<file path="config.mk">
export PLATFORM = sky130hd
export DESIGN_NAME = id_stage_flat
export DESIGN_NICKNAME = d
export VERILOG_FILES = /design/src/rtl/id_stage_if.sv /design/src/rtl/id_stage.sv /design/src/flat_wrapper.sv
export SDC_FILE = /design/constraint.sdc
export NUM_CORES = 1
export LEC_CHECK = 0
export CAP_MARGIN = 0
export CORE_UTILIZATION = 37
export CTS_BUF_LIST = sky130_fd_sc_hd__clkbuf_4 sky130_fd_sc_hd__clkbuf_8
export DETAILED_ROUTE_END_ITERATION = 8
export GPL_ROUTABILITY_DRIVEN = 0
export PLACE_DENSITY = 0.88
export SLEW_MARGIN = 40
export SYNTH_ARGS = -nofsm -noshare
export SYNTH_HDL_FRONTEND = slang
export SYNTH_SLANG_ARGS = --single-unit
export TNS_END_PERCENT = 100
</file>
<file path="constraint.sdc">
create_clock -name clk -period 3.1 [get_ports clk]
set_input_delay 0.775 -clock clk [delete_from_list [all_inputs] [get_ports clk]]
set_output_delay 0.775 -clock clk [all_outputs]
set_load 0.02 [all_outputs]
</file>
<file path="src/rtl/id_stage_if.sv">
`default_nettype none
// ============================================================================
//  Module   : id_stage_if
//  Brief    : Fetch-side and execute-side bundle for the decode stage.
//             'slave' is the decode stage's view, 'master' the environment's.
//  Revision : 1.0  initial release
// ============================================================================
interface id_stage_if #(
    parameter int PC_W = 5,
    parameter int XLEN = 32
);
    // fetch -> decode
    logic [PC_W-1:0] pc_present;
    logic [XLEN-1:0] inst;
    logic            if_valid;
    logic            id_ready;
    // decode -> fetch redirect
    logic            branch_sel;
    logic [PC_W-1:0] branch_imp;
    // decode -> execute
    logic            ex_ready;
    logic            id_valid;
    logic [PC_W-1:0] id_pc;
    logic [6:0]      opcode;
    logic [4:0]      rd;
    logic [2:0]      funct3;
    logic [4:0]      rs1;
    logic [4:0]      rs2;
    logic [6:0]      funct7;
    logic [XLEN-1:0] imm;
    logic            illegal;

    modport slave (
        input  pc_present, inst, if_valid, ex_ready,
        output id_ready, branch_sel, branch_imp, id_valid, id_pc,
               opcode, rd, funct3, rs1, rs2, funct7, imm, illegal
    );

    modport master (
        output pc_present, inst, if_valid, ex_ready,
        input  id_ready, branch_sel, branch_imp, id_valid, id_pc,
               opcode, rd, funct3, rs1, rs2, funct7, imm, illegal
    );
endinterface
`default_nettype wire

</file>
<file path="src/rtl/id_stage.sv">
`default_nettype none
// ============================================================================
//  Module   : id_stage
//  Brief    : RV32I instruction-decode stage. Holds one instruction in an
//             IF/ID register, decodes fields and immediate, and redirects
//             fetch for JAL and backward conditional branches (static
//             backward-taken prediction) for exactly one cycle.
//  Revision : 1.0  initial release
// ============================================================================
module id_stage #(
    parameter int PC_W = 5,
    parameter int XLEN = 32
) (
    input  wire logic   clk,
    input  wire logic   reset,
    id_stage_if.slave   bus
);

    localparam logic [6:0] c_OP_LOAD   = 7'b0000011;
    localparam logic [6:0] c_OP_IMM    = 7'b0010011;
    localparam logic [6:0] c_OP_JALR   = 7'b1100111;
    localparam logic [6:0] c_OP_SYSTEM = 7'b1110011;
    localparam logic [6:0] c_OP_STORE  = 7'b0100011;
    localparam logic [6:0] c_OP_BRANCH = 7'b1100011;
    localparam logic [6:0] c_OP_LUI    = 7'b0110111;
    localparam logic [6:0] c_OP_AUIPC  = 7'b0010111;
    localparam logic [6:0] c_OP_JAL    = 7'b1101111;
    localparam logic [6:0] c_OP_REG    = 7'b0110011;

    typedef enum logic [0:0] {
        S_RUN      = 1'b0,
        S_REDIRECT = 1'b1
    } state_t;

    state_t            state_q, state_d;
    logic              valid_q, valid_d;
    logic [PC_W-1:0]   pc_q, pc_d;
    logic [XLEN-1:0]   inst_q, inst_d;
    logic [PC_W-1:0]   bimp_q, bimp_d;

    logic              w_id_ready;
    logic              w_capture;
    logic              w_in_redir;
    logic [XLEN-1:0]   w_imm;
    logic              w_legal;
    logic [PC_W-1:0]   w_target;
    logic [6:0]        w_op_q;
    logic [6:0]        w_op_in;

    assign w_op_q  = inst_q[6:0];
    assign w_op_in = bus.inst[6:0];

    // Immediate generation and opcode legality from the held instruction
    always_comb begin
        w_imm   = '0;
        w_legal = 1'b1;
        case (w_op_q)
            c_OP_LOAD, c_OP_IMM, c_OP_JALR, c_OP_SYSTEM:
                w_imm = {{(XLEN-12){inst_q[31]}}, inst_q[31:20]};
            c_OP_STORE:
                w_imm = {{(XLEN-12){inst_q[31]}}, inst_q[31:25], inst_q[11:7]};
            c_OP_BRANCH:
                w_imm = {{(XLEN-13){inst_q[31]}}, inst_q[31], inst_q[7],
                         inst_q[30:25], inst_q[11:8], 1'b0};
            c_OP_LUI, c_OP_AUIPC:
                w_imm = {inst_q[31:12], 12'b0};
            c_OP_JAL:
                w_imm = {{(XLEN-21){inst_q[31]}}, inst_q[31], inst_q[19:12],
                         inst_q[20], inst_q[30:21], 1'b0};
            c_OP_REG:
                w_imm = '0;
            default: begin
                w_imm   = '0;
                w_legal = 1'b0;
            end
        endcase
    end

    // During REDIRECT the stage swallows the wrong-path fetch word, so it is
    // always ready; otherwise ready whenever the holding register can drain.
    assign w_id_ready = (state_q == S_REDIRECT) || !valid_q || bus.ex_ready;
    assign w_capture  = (state_q == S_RUN) && bus.if_valid && w_id_ready;
    // JAL and branch opcodes are always legal, so only the sign bit matters
    // for the branch case.
    assign w_in_redir = (w_op_in == c_OP_JAL) ||
                        ((w_op_in == c_OP_BRANCH) && bus.inst[XLEN-1]);
    // Truncating add: the target wraps modulo 2^PC_W.
    assign w_target   = pc_q + w_imm[PC_W-1:0];

    // Next-state logic for the pipeline register and the redirect FSM
    always_comb begin
        state_d = S_RUN;
        valid_d = valid_q;
        pc_d    = pc_q;
        inst_d  = inst_q;
        bimp_d  = bimp_q;

        if (w_capture) begin
            valid_d = 1'b1;
            pc_d    = bus.pc_present;
            inst_d  = bus.inst;
        end else if (valid_q && bus.ex_ready) begin
            valid_d = 1'b0;
        end

        case (state_q)
            S_RUN: begin
                if (w_capture && w_in_redir) begin
                    state_d = S_REDIRECT;
                end
            end
            S_REDIRECT: begin
                bimp_d  = w_target;
                state_d = S_RUN;
            end
            default: state_d = S_RUN;
        endcase
    end

    // State registers with synchronous reset overriding capture and redirect
    always_ff @(posedge clk) begin
        if (reset) begin
            state_q <= S_RUN;
            valid_q <= 1'b0;
            pc_q    <= '0;
            inst_q  <= '0;
            bimp_q  <= '0;
        end else begin
            state_q <= state_d;
            valid_q <= valid_d;
            pc_q    <= pc_d;
            inst_q  <= inst_d;
            bimp_q  <= bimp_d;
        end
    end

    assign bus.id_ready   = w_id_ready;
    assign bus.id_valid   = valid_q;
    assign bus.id_pc      = pc_q;
    assign bus.opcode     = inst_q[6:0];
    assign bus.rd         = inst_q[11:7];
    assign bus.funct3     = inst_q[14:12];
    assign bus.rs1        = inst_q[19:15];
    assign bus.rs2        = inst_q[24:20];
    assign bus.funct7     = inst_q[31:25];
    assign bus.imm        = w_imm;
    assign bus.illegal    = valid_q && !w_legal;
    assign bus.branch_sel = (state_q == S_REDIRECT);
    assign bus.branch_imp = (state_q == S_REDIRECT) ? w_target : bimp_q;

endmodule
`default_nettype wire

</file>
<file path="src/flat_wrapper.sv">
// flat-port wrapper written by rule: the top's interface ports become plain ports
module id_stage_flat 
#(
    parameter int PC_W = 5,
    parameter int XLEN = 32
)
  (clk, reset, bus_pc_present, bus_inst, bus_if_valid, bus_ex_ready, bus_id_ready, bus_branch_sel, bus_branch_imp, bus_id_valid, bus_id_pc, bus_opcode, bus_rd, bus_funct3, bus_rs1, bus_rs2, bus_funct7, bus_imm, bus_illegal);
  id_stage_if #(.PC_W(PC_W), .XLEN(XLEN)) bus_i ();
  input  wire logic clk;
  input  wire logic reset;
  input wire logic [$bits(bus_i.pc_present)-1:0] bus_pc_present;
  input wire logic [$bits(bus_i.inst)-1:0] bus_inst;
  input wire logic [$bits(bus_i.if_valid)-1:0] bus_if_valid;
  input wire logic [$bits(bus_i.ex_ready)-1:0] bus_ex_ready;
  output wire logic [$bits(bus_i.id_ready)-1:0] bus_id_ready;
  output wire logic [$bits(bus_i.branch_sel)-1:0] bus_branch_sel;
  output wire logic [$bits(bus_i.branch_imp)-1:0] bus_branch_imp;
  output wire logic [$bits(bus_i.id_valid)-1:0] bus_id_valid;
  output wire logic [$bits(bus_i.id_pc)-1:0] bus_id_pc;
  output wire logic [$bits(bus_i.opcode)-1:0] bus_opcode;
  output wire logic [$bits(bus_i.rd)-1:0] bus_rd;
  output wire logic [$bits(bus_i.funct3)-1:0] bus_funct3;
  output wire logic [$bits(bus_i.rs1)-1:0] bus_rs1;
  output wire logic [$bits(bus_i.rs2)-1:0] bus_rs2;
  output wire logic [$bits(bus_i.funct7)-1:0] bus_funct7;
  output wire logic [$bits(bus_i.imm)-1:0] bus_imm;
  output wire logic [$bits(bus_i.illegal)-1:0] bus_illegal;
  assign bus_i.pc_present = bus_pc_present;
  assign bus_i.inst = bus_inst;
  assign bus_i.if_valid = bus_if_valid;
  assign bus_i.ex_ready = bus_ex_ready;
  assign bus_id_ready = bus_i.id_ready;
  assign bus_branch_sel = bus_i.branch_sel;
  assign bus_branch_imp = bus_i.branch_imp;
  assign bus_id_valid = bus_i.id_valid;
  assign bus_id_pc = bus_i.id_pc;
  assign bus_opcode = bus_i.opcode;
  assign bus_rd = bus_i.rd;
  assign bus_funct3 = bus_i.funct3;
  assign bus_rs1 = bus_i.rs1;
  assign bus_rs2 = bus_i.rs2;
  assign bus_funct7 = bus_i.funct7;
  assign bus_imm = bus_i.imm;
  assign bus_illegal = bus_i.illegal;
  id_stage #(.PC_W(PC_W), .XLEN(XLEN)) u_core (.clk(clk), .reset(reset), .bus(bus_i));
endmodule
</file>
Word-level counts from Yosys, hierarchy flattened
Cells that the tools add are included.
{"block": "totals", "reg_bits": 44, "latchBits": 0, "mem_bits_rw": 0, "rom_bits": 0, "in_bits": 41, "out_inout_bits": 78, "word_cells": 41, "mem_count": 0}
{"block": "classes", "addsub": 1, "multipliers": 0, "div_mod_pow": 0, "magnitude_cmp": 0, "eq_ne": 12, "shifts": 0, "mux": 7, "n_bitwise": 1, "n_reduce_logical": 15}
{"operator": "32-bit one-hot mux with 5 select lines", "n": 1}
{"operator": "7-bit == test, second input constant", "n": 6}
{"operator": "7-bit by 6-bit == test with 1-bit output, second input constant", "n": 3}
{"operator": "7-bit by 5-bit == test with 1-bit output, second input constant", "n": 2}
{"operator": "10-bit OR reduction", "n": 1}
{"operator": "7-bit by 2-bit == test with 1-bit output, second input constant", "n": 1}
{"operator": "1-bit logical AND", "n": 6}
{"operator": "5-bit adder", "n": 1}
{"operator": "5-bit two-way mux", "n": 1}
{"operator": "1-bit two-way mux", "n": 4}
{"operator": "4-bit OR reduction", "n": 1}
{"operator": "1-bit logical OR", "n": 3}
{"operator": "1-bit logical NOT", "n": 2}
{"operator": "1-bit one-hot mux with 2 select lines", "n": 1}
{"operator": "2-bit nonzero test", "n": 1}
{"operator": "2-bit OR reduction", "n": 1}
{"operator": "1-bit NOT", "n": 1}

Depth between registers and ports, before layout
Gate-level depths: netlist of the first run.
{"block": "logic_depth", "word_depth": 7, "mapped_depth": 14, "depth_no_buf": 13}

Worst setup path before layout of the first run
No wires, ideal clock.
{"block": "synth_timing", "path_kind": "reg2out", "start": "reg u_core.inst_q[5]", "end": "out bus_branch_imp[4]", "arrival_ns": 3.162, "required_time_ns": 2.325, "slack_ns": -0.837, "stages_incl_launch_ff": 14, "cell_sequence": "dfxtp_1 > buf_6 > nand2b_4 > nor4_4 > nand2_1 > o21ai_0 > ha_1 > inv_1 > fa_1 > nor2b_1 > o31ai_1 > xor2_1 > xnor2_1 > mux2_4"}
{"block": "synth_via", "elab_chain_cells": 5, "word_cells_on_any_way": 14, "classes_between": "1 x add/sub; 9 x eq/ne; 2 x mux; 2 x reduce/logical"}
{"element": "from (decl)", "line": "id_stage.sv:38", "rtl": "logic [XLEN-1:0] inst_q, inst_d;"}
{"element": "from (signal assigned)", "line": "id_stage.sv:132", "rtl": "inst_q <= inst_d;"}
{"element": "7-bit by 2-bit == test with 1-bit output (tied with other cells)", "line": "id_stage.sv:57", "rtl": "case (w_op_q)"}
{"element": "4-bit OR reduction / 2-bit OR reduction (equally long branches)", "line": "id_stage.sv:57"}
{"element": "32-bit one-hot mux with 5 select lines *", "line": "id_stage.sv:57"}
{"element": "named net bus_imm[0]", "line": "flat_wrapper.sv:26", "rtl": "output wire logic [$bits(bus_i.imm)-1:0] bus_imm;"}
{"element": "5-bit adder *", "line": "id_stage.sv:88", "rtl": "assign w_target = pc_q + w_imm[PC_W-1:0];"}
{"element": "5-bit two-way mux *", "line": "id_stage.sv:149", "rtl": "assign bus.branch_imp = (state_q == S_REDIRECT) ? w_target : bimp_q;"}
{"element": "to (decl)", "line": "flat_wrapper.sv:17", "rtl": "output wire logic [$bits(bus_i.branch_imp)-1:0] bus_branch_imp;"}
Mark *: on every way through the listed nets, which the timed path passes. The rest lies on a longest branch.

Final worst setup path of the first run
{"block": "layout_timing", "start": "reg u_core.inst_q[5]", "end": "out bus_branch_imp[3]"}
{"block": "layout_via", "elab_chain_cells": 5, "word_cells_on_any_way": 14, "classes_between": "1 x add/sub; 9 x eq/ne; 2 x mux; 2 x reduce/logical"}
{"element": "7-bit by 2-bit == test with 1-bit output (tied with other cells)", "line": "id_stage.sv:57"}
{"element": "4-bit OR reduction / 2-bit OR reduction (equally long branches)", "line": "id_stage.sv:57"}
{"element": "32-bit one-hot mux with 5 select lines *", "line": "id_stage.sv:57"}
{"element": "5-bit adder *", "line": "id_stage.sv:88"}
{"element": "5-bit two-way mux *", "line": "id_stage.sv:149"}
Every way passes the cells marked *; elsewhere a longest branch is shown, timed or not.

==> results.sh, run 1 <==
export IMPL_fmax_ghz=0.267
export IMPL_die_x_um=81.5
export IMPL_insertion_delay_ns=0.30
export IMPL_startpoint="u_core.inst_q[5]"
export IMPL_numCtsBuffers=5
export IMPL_required_ns=2.32
export IMPL_finalWorstSetupSlack_ns=-0.650
export IMPL_cp_start_kind="register"
export IMPL_critical_path_class="reg2out"
export IMPL_pwr_share_comb=0.262
export IMPL_antenna_left=0
export IMPL_drcViolationCount=0
export IMPL_ir_drop_mv=0.199
export IMPL_worstPathArrival_ns=2.98
export IMPL_die_y_um=81.5
export IMPL_final_util=0.716
export IMPL_r2r_start="u_core.inst_q[5]"
export IMPL_yosysWarnings=0
export IMPL_layout_drive_gt1_share=0.285
export IMPL_setup_violations=5
export IMPL_leakage_uw=0.00207
export IMPL_worstSetupEndpoint="bus_branch_imp[3]"
export IMPL_synth_cell_type_count=42
export IMPL_worstMarginPinSlew_ns=0.622
export IMPL_vias_per_cell=5.19
export IMPL_hpwl_um=5870
export IMPL_syn_num_nets=342
export IMPL_r2r_cells=14
export IMPL_finalCritPeriodShare=1.21
export IMPL_drt_pass1_iterations=4
export IMPL_fin_area_um2=4310
export IMPL_drt_initial_drc_count=211
export IMPL_critical_path_max_fanout=5
export IMPL_grtUsageTotal=0.270
export IMPL_synth_area_per_cell_um2=7.90
export IMPL_cts_max_level=2
export IMPL_finalCriticalPeriod_ns=3.75
export IMPL_grt_max_degree=25
export IMPL_swShare=0.293
export IMPL_power_density_nw_per_um2=321
export IMPL_num_rows=28
export IMPL_clk_path_buf_depth=2
export IMPL_synth_seq_cells=44
export IMPL_wl_per_cell_um=16.7
export IMPL_overflow=0
export IMPL_cts_tree="yes"
export IMPL_max_cap_viol_count=0
export IMPL_synth_seq_area_share=0.377
export IMPL_syn_to_final_growth_pct=84.4
export IMPL_synth_flop_cell="dfxtp_1"
export IMPL_violations="setup timing"
export IMPL_max_slew_margin=0.586
export IMPL_grt_pass1_wl_um=13500
export IMPL_clockPowerShare=0.284
export IMPL_fin_skew_ns=0.00621
export IMPL_dieArea_um2=6640
export IMPL_grt_pass1_vias=2806
export IMPL_hold_class="reg2reg"
export IMPL_synthesis_area_um2=2340
export IMPL_ff2ff_setup_slack_ns=0.32
export IMPL_placed_area_um2=3900
export IMPL_end_kind="output pin"
export IMPL_setup_tns_ns=-2.09
export IMPL_antenna_found_initial=0
export IMPL_cts_root_buf="clkbuf_8"
export IMPL_cts_num_sinks=44
export IMPL_rsz0062_at_grt="true"
export IMPL_p_seq_frac=0.454
export IMPL_ios=119
export IMPL_antenna_cells=0
export IMPL_finalWirelength_um=9220
export IMPL_dp_cells=518
export IMPL_clk_pin_slew_ns=0.09
export IMPL_synthCells=296
export IMPL_finalMaxSlewViolations=0
export IMPL_dr_total_vias=2871
export IMPL_port_buffers=118
export IMPL_core_region_area_um2=6030
export IMPL_stdcell_count=553
export IMPL_p_sw_uw=406
export IMPL_final_hold_violation_count=0
export IMPL_synth_edf_count=0
export IMPL_status="finished, violations left"
export IMPL_reg2reg_to="u_core.bimp_q[3]"
export IMPL_nets=523
export IMPL_p_int_uw=977
export IMPL_fillerInstances=475
export IMPL_start_util=0.388
export IMPL_async_flop_share=0
==> registers in the layout, indices dropped and copies added (netlist names) <==
signal                 count
u_core.bimp_q              5
u_core.bus.id_valid        1
u_core.inst_q             32
u_core.bus.id_pc           5
u_core.bus.branch_sel      1
==> through the flow <==
stage / total power [uW] / hold slack [ns] / setup WS, ns
global route: 1440 / 0.503 / -0.798
detailed placement: 948 / 0.468 / -0.749
CTS: 1360 / 0.480 / -0.573
floorplan: 775 / 0.509 / -0.397
finish: 1380 / 0.477 / -0.650
global placement: 939 / 0.458 / -0.631
==> power by group through the flow <==
| stage | logic (uW) | clock network, uW | registers [uW] |
|---|---|---|---|
| finish | 363 | 393 | 627 |
| global route | 387 | 421 | 630 |
| CTS | 342 | 396 | 625 |
| detailed placement | 311 | 0 | 638 |
| global placement | 304 | 0 | 635 |
| floorplan | 110 | 0 | 665 |
==> logic make-up (layout without fill, tap and decap cells) <==
kind of cell	Yosys count	in the layout	share of synthesized area
AO/OA/AOI/OAI	83	83	0.228
adder cells (fa/ha/maj)	5	5	0.0300
XOR/XNOR	4	4	0.0150
AND/OR/NAND/NOR	128	128	0.265
multiplexers	5	5	0.0251
flip-flops	44	44	0.377
buffers and inverters	27	209	0.0599
==> synthesized netlist by cell type (2+ instances only) <==
cell type | instances | area [um2]
buf_2 | 7 | 35.0
a21o_1 | 20 | 150
or2_2 | 2 | 12.5
nor2b_1 | 10 | 62.6
o31ai_1 | 2 | 15.0
clkbuf_1 | 6 | 22.5
dfxtp_1 | 44 | 881
a22o_1 | 3 | 26.3
nand2_1 | 80 | 300
mux2_2 | 3 | 33.8
inv_1 | 6 | 22.5
a21oi_1 | 43 | 215
buf_6 | 4 | 45.0
nor4_4 | 2 | 42.5
nand2b_1 | 4 | 25.0
and2_1 | 7 | 43.8
nand3_1 | 3 | 15.0
ha_1 | 4 | 50.1
nor3_1 | 3 | 15.0
a311oi_2 | 2 | 30.0
o21ai_0 | 4 | 20.0
buf_1 | 4 | 15.0
xnor2_1 | 3 | 26.3
nor2_1 | 10 | 37.5
nor3b_1 | 3 | 22.5
==> per-layer routing <==
layer | vias to the layer above | share of wire | global-route usage
li1 | 1355 | - | -
met1 | 1329 | 0.38 | 0.305
met2 | 163 | 0.50 | 0.484
met3 | 24 | 0.095 | 0.0600
met4 | 0 | 0.026 | 0.116
met5 | - | 0 | 0
==> worst min-delay path by stage <==
stage	startpoint	end	slack (ns)	cells after the start
6_report	u_core.inst_q[18]	u_core.inst_q[18]	0.48	2
5_1_grt	u_core.inst_q[13]	u_core.inst_q[13]	0.50	2
4_1_cts	u_core.inst_q[18]	u_core.inst_q[18]	0.48	2
3_5_place_dp	u_core.inst_q[18]	u_core.inst_q[18]	0.47	2
3_3_place_gp	u_core.inst_q[13]	u_core.inst_q[13]	0.46	2
2_1_floorplan	u_core.inst_q[0]	u_core.inst_q[0]	0.51	2
==> cell usage in the layout (no fill, tap or decap), types with 3 or more instances in the layout <==
cell type / synthesis / final
inv_1: 6 / 4
a22o_1: 3 / 3
xnor2_1: 3 / 3
nand3_1: 3 / 3
nor2_1: 10 / 6
buf_4: 0 / 74
dlygate4sd2_1: 0 / 18
ha_4: 0 / 4
and2_1: 7 / 6
nor2_2: 0 / 4
dlymetal6s2s_1: 0 / 5
dfxtp_1: 44 / 37
nor2b_1: 10 / 8
buf_6: 4 / 7
dfxtp_4: 0 / 3
nand2_1: 80 / 79
a21oi_1: 43 / 40
clkbuf_8: 0 / 6
nand2b_1: 4 / 4
a21oi_2: 0 / 3
clkbuf_2: 0 / 5
clkdlybuf4s50_1: 0 / 81
nor3b_1: 3 / 3
nor3_1: 3 / 3
a21o_1: 20 / 20
mux2_4: 1 / 3
dfxtp_2: 0 / 4
clkdlybuf4s15_1: 0 / 5
==> layout make-up <==
class                           instances  area, um2  area share
Inverter                                6       22.5     0.00522
Timing Repair Buffer                  195       1740       0.404
Multi-Input combinational cell        225       1460       0.339
Clock buffer                            7       90.1      0.0209
Sequential cell                        44        897       0.208
Tap cell                               75       93.8      0.0218
Clock inverter                          1       7.51     0.00174
==> repair_timing <==
| item | in CTS | in global routing |
|---|---|---|
| pin swaps | 18 | 21 |
| resized for setup | 80 | 25 |
| buffers inserted | 18 | 10 |
| gates cloned | 0 | 0 |
| hold buffers | 0 | 0 |
| endpoints found under the setup margin | 33 | 34 |
==> worst max-delay path, stage by stage, from the launching register on <==
cell	delay, ns
dfxtp_4	0.37
buf_4	0.14
and4b_4	0.20
a311oi_4	0.32
nor2_2	0.09
a22oi_2	0.19
buf_4	0.15
buf_4	0.10
inv_2	0.04
ha_4	0.23
a21o_1	0.18
a21oi_2	0.15
xnor2_1	0.10
mux2_4	0.28
buf_6	0.13
(Power assumes the default switching activity.)
==> run 2, diff against run 1 <==
PLACE_DENSITY = 0.78   (was 0.88)
==> run 2 against run 1 <==
Die area stayed put. The flow still finishes with violations (setup timing). Setup slack better by 0.015 ns. Via count is 8.3% lower. First-iteration DRC count is 59% lower. Highest routed layer unchanged. Final cell count is 3.3% lower.
==> results.sh, run 2 (synthesis gave the netlist of run 1 again) <==
export IMPL_multiInputGateArea_um2=1420
export IMPL_final_hold_violation_count=0
export IMPL_hpwl_um=5500
export IMPL_largest_reg_flops=32
export IMPL_max_slew_margin=0.621
export IMPL_port_buffers=118
export IMPL_overflow=0
export IMPL_cp_start_kind="register"
export IMPL_critPathBufInv=3
export IMPL_finalMaxSlewViolations=0
export IMPL_wl_met3_um=402
export IMPL_grt_pass1_wl_um=11500
export IMPL_numCtsBuffers=5
export IMPL_antenna_found_initial=0
export IMPL_critPathMaxStageDelay_ns=0.41
export IMPL_grtUsageTotal=0.228
export IMPL_ir_drop_mv=0.224
export IMPL_syn_to_final_growth_pct=78.1
export IMPL_critical_path_class="reg2out"
export IMPL_drt_pass1_iterations=4
export IMPL_fmax_ghz=0.268
export IMPL_cts_num_sinks=44
export IMPL_fillerInstances=504
export IMPL_hold_class="reg2reg"
export IMPL_cts_tree="yes"
export IMPL_fin_skew_ns=0.00546
export IMPL_slowest_stage="fa_2"
export IMPL_required_ns=2.32
export IMPL_rsz0062_at_grt="true"
export IMPL_clockPowerShare=0.289
export IMPL_max_cap_viol_count=0
export IMPL_antenna_cells=0
export IMPL_setup_violations=22
export IMPL_finalCriticalPeriod_ns=3.74
export IMPL_pwr_share_comb=0.240
export IMPL_top_layer="met4"
export IMPL_drt_initial_drc_count=87
export IMPL_wl_per_cell_um=14.4
export IMPL_p_int_uw=953
export IMPL_finalCritPeriodShare=1.21
export IMPL_dieArea_um2=6640
export IMPL_die_y_um=81.5
export IMPL_final_common_cell="clkdlybuf4s50_1"
export IMPL_nets=505
export IMPL_power_density_nw_per_um2=319
export IMPL_swShare=0.281
export IMPL_p_seq_frac=0.471
export IMPL_leakage_uw=0.00195
export IMPL_status="finished, violations left"
export IMPL_finalWorstSetupSlack_ns=-0.636
export IMPL_hold_ws_ns=0.477
export IMPL_layout_drive_gt1_share=0.243
export IMPL_regMostFlops="u_core.inst_q"
export IMPL_regArea_um2=895
export IMPL_critical_path_max_fanout=6
export IMPL_cts_root_buf="clkbuf_8"
export IMPL_p_sw_uw=373
export IMPL_crit_chain="buf_12 > nand2b_4 > nor4_4 > nand2_2 > o21ai_4 > ha_4 > inv_2 > fa_2 > nor2b_4 > o31ai_4 > xor2_1 > xnor2_1 > mux2_4 > buf_6"
export IMPL_num_rows=28
export IMPL_cts_hold_buf=0
export IMPL_start_util=0.388
export IMPL_worstPathArrival_ns=2.96
export IMPL_setup_tns_ns=-4.28
export IMPL_grt_max_degree=38
export IMPL_vias_per_cell=4.92
export IMPL_worstMarginPinSlew_ns=0.568
export IMPL_dr_total_vias=2633
export IMPL_violations="setup timing"
export IMPL_antenna_left=0
export IMPL_path_delay_family="simple AND/OR/NAND/NOR gates"
export IMPL_wirelength_met1_um=3280
export IMPL_die_x_um=81.5
export IMPL_finalWirelength_um=7720
export IMPL_drcViolationCount=0
export IMPL_ios=119
export IMPL_end_kind="output pin"
export IMPL_most_common_layout_cells="94 x clkdlybuf4s50_1, 79 x nand2_1, 57 x buf_4"
export IMPL_clk_path_buf_depth=2
export IMPL_grt_pass1_vias=2378
export IMPL_met2_wirelength_um=3890
export IMPL_cts_max_level=2
export IMPL_core_region_area_um2=6030
export IMPL_clk_pin_slew_ns=0.08
export IMPL_insertion_delay_ns=0.29
-- run 2: power groups by stage --
| stage | sequential [uW] | clock, uW | combinational [uW] |
|---|---|---|---|
| after floorplan | 665 | 0 | 110 |
| final | 625 | 384 | 318 |
| after detailed placement | 637 | 0 | 307 |
| after global placement | 635 | 0 | 303 |
| after global routing | 628 | 421 | 344 |
| after CTS | 624 | 396 | 315 |
-- run 2: area by class of cell --
class                           instances  share of cell area
Clock inverter                          1             0.00180
Multi-Input combinational cell        225               0.341
Timing Repair Buffer                  177               0.392
Tap cell                               75              0.0225
Inverter                                6             0.00601
Sequential cell                        44               0.215
Clock buffer                            7              0.0216
-- run 2: per-stage QoR --
stage | setup slack [ns] | std cells | util | cell area [um2] | total power (uW)
detailed placement | -0.692 | 516 | 0.644 | 3880 | 943
CTS | -0.551 | 530 | 0.675 | 4070 | 1340
floorplan | -0.397 | 296 | - | 2370 | 775
global placement | -0.619 | 516 | 0.644 | 3880 | 938
finish | -0.636 | 535 | 0.691 | 4160 | 1330
global route | -0.734 | 535 | 0.691 | 4160 | 1390
-- run 2: path summary, 6_finish.rpt --
check                         start                 to  slack (ns)  cells after the start
setup / recovery   u_core.inst_q[5]  bus_branch_imp[4]       -0.64                     14
hold / removal    u_core.inst_q[17]  u_core.inst_q[17]        0.48                      2
setup reg to reg   u_core.inst_q[5]   u_core.bimp_q[2]        0.33                     14
hold reg to reg   u_core.inst_q[17]  u_core.inst_q[17]        0.48                      2
-- run 2: metal layers --
metal / track usage / vias up
met2: 0.388 / 87
met4: 0.0804 / 0
met3: 0.0367 / 11
met5: 0 / -
li1: - / 1322
met1: 0.290 / 1213
-- run 2: timing repair --
item	CTS	global route
setup endpoints to repair	32	28
pin swaps	7	9
buffers inserted	6	5
gates resized for setup	51	19
-- run 2: worst min-delay path: stages, from the launching register on --
cell     delay [ns]
dfxtp_1        0.33
nand2_1        0.05
a21oi_1        0.05
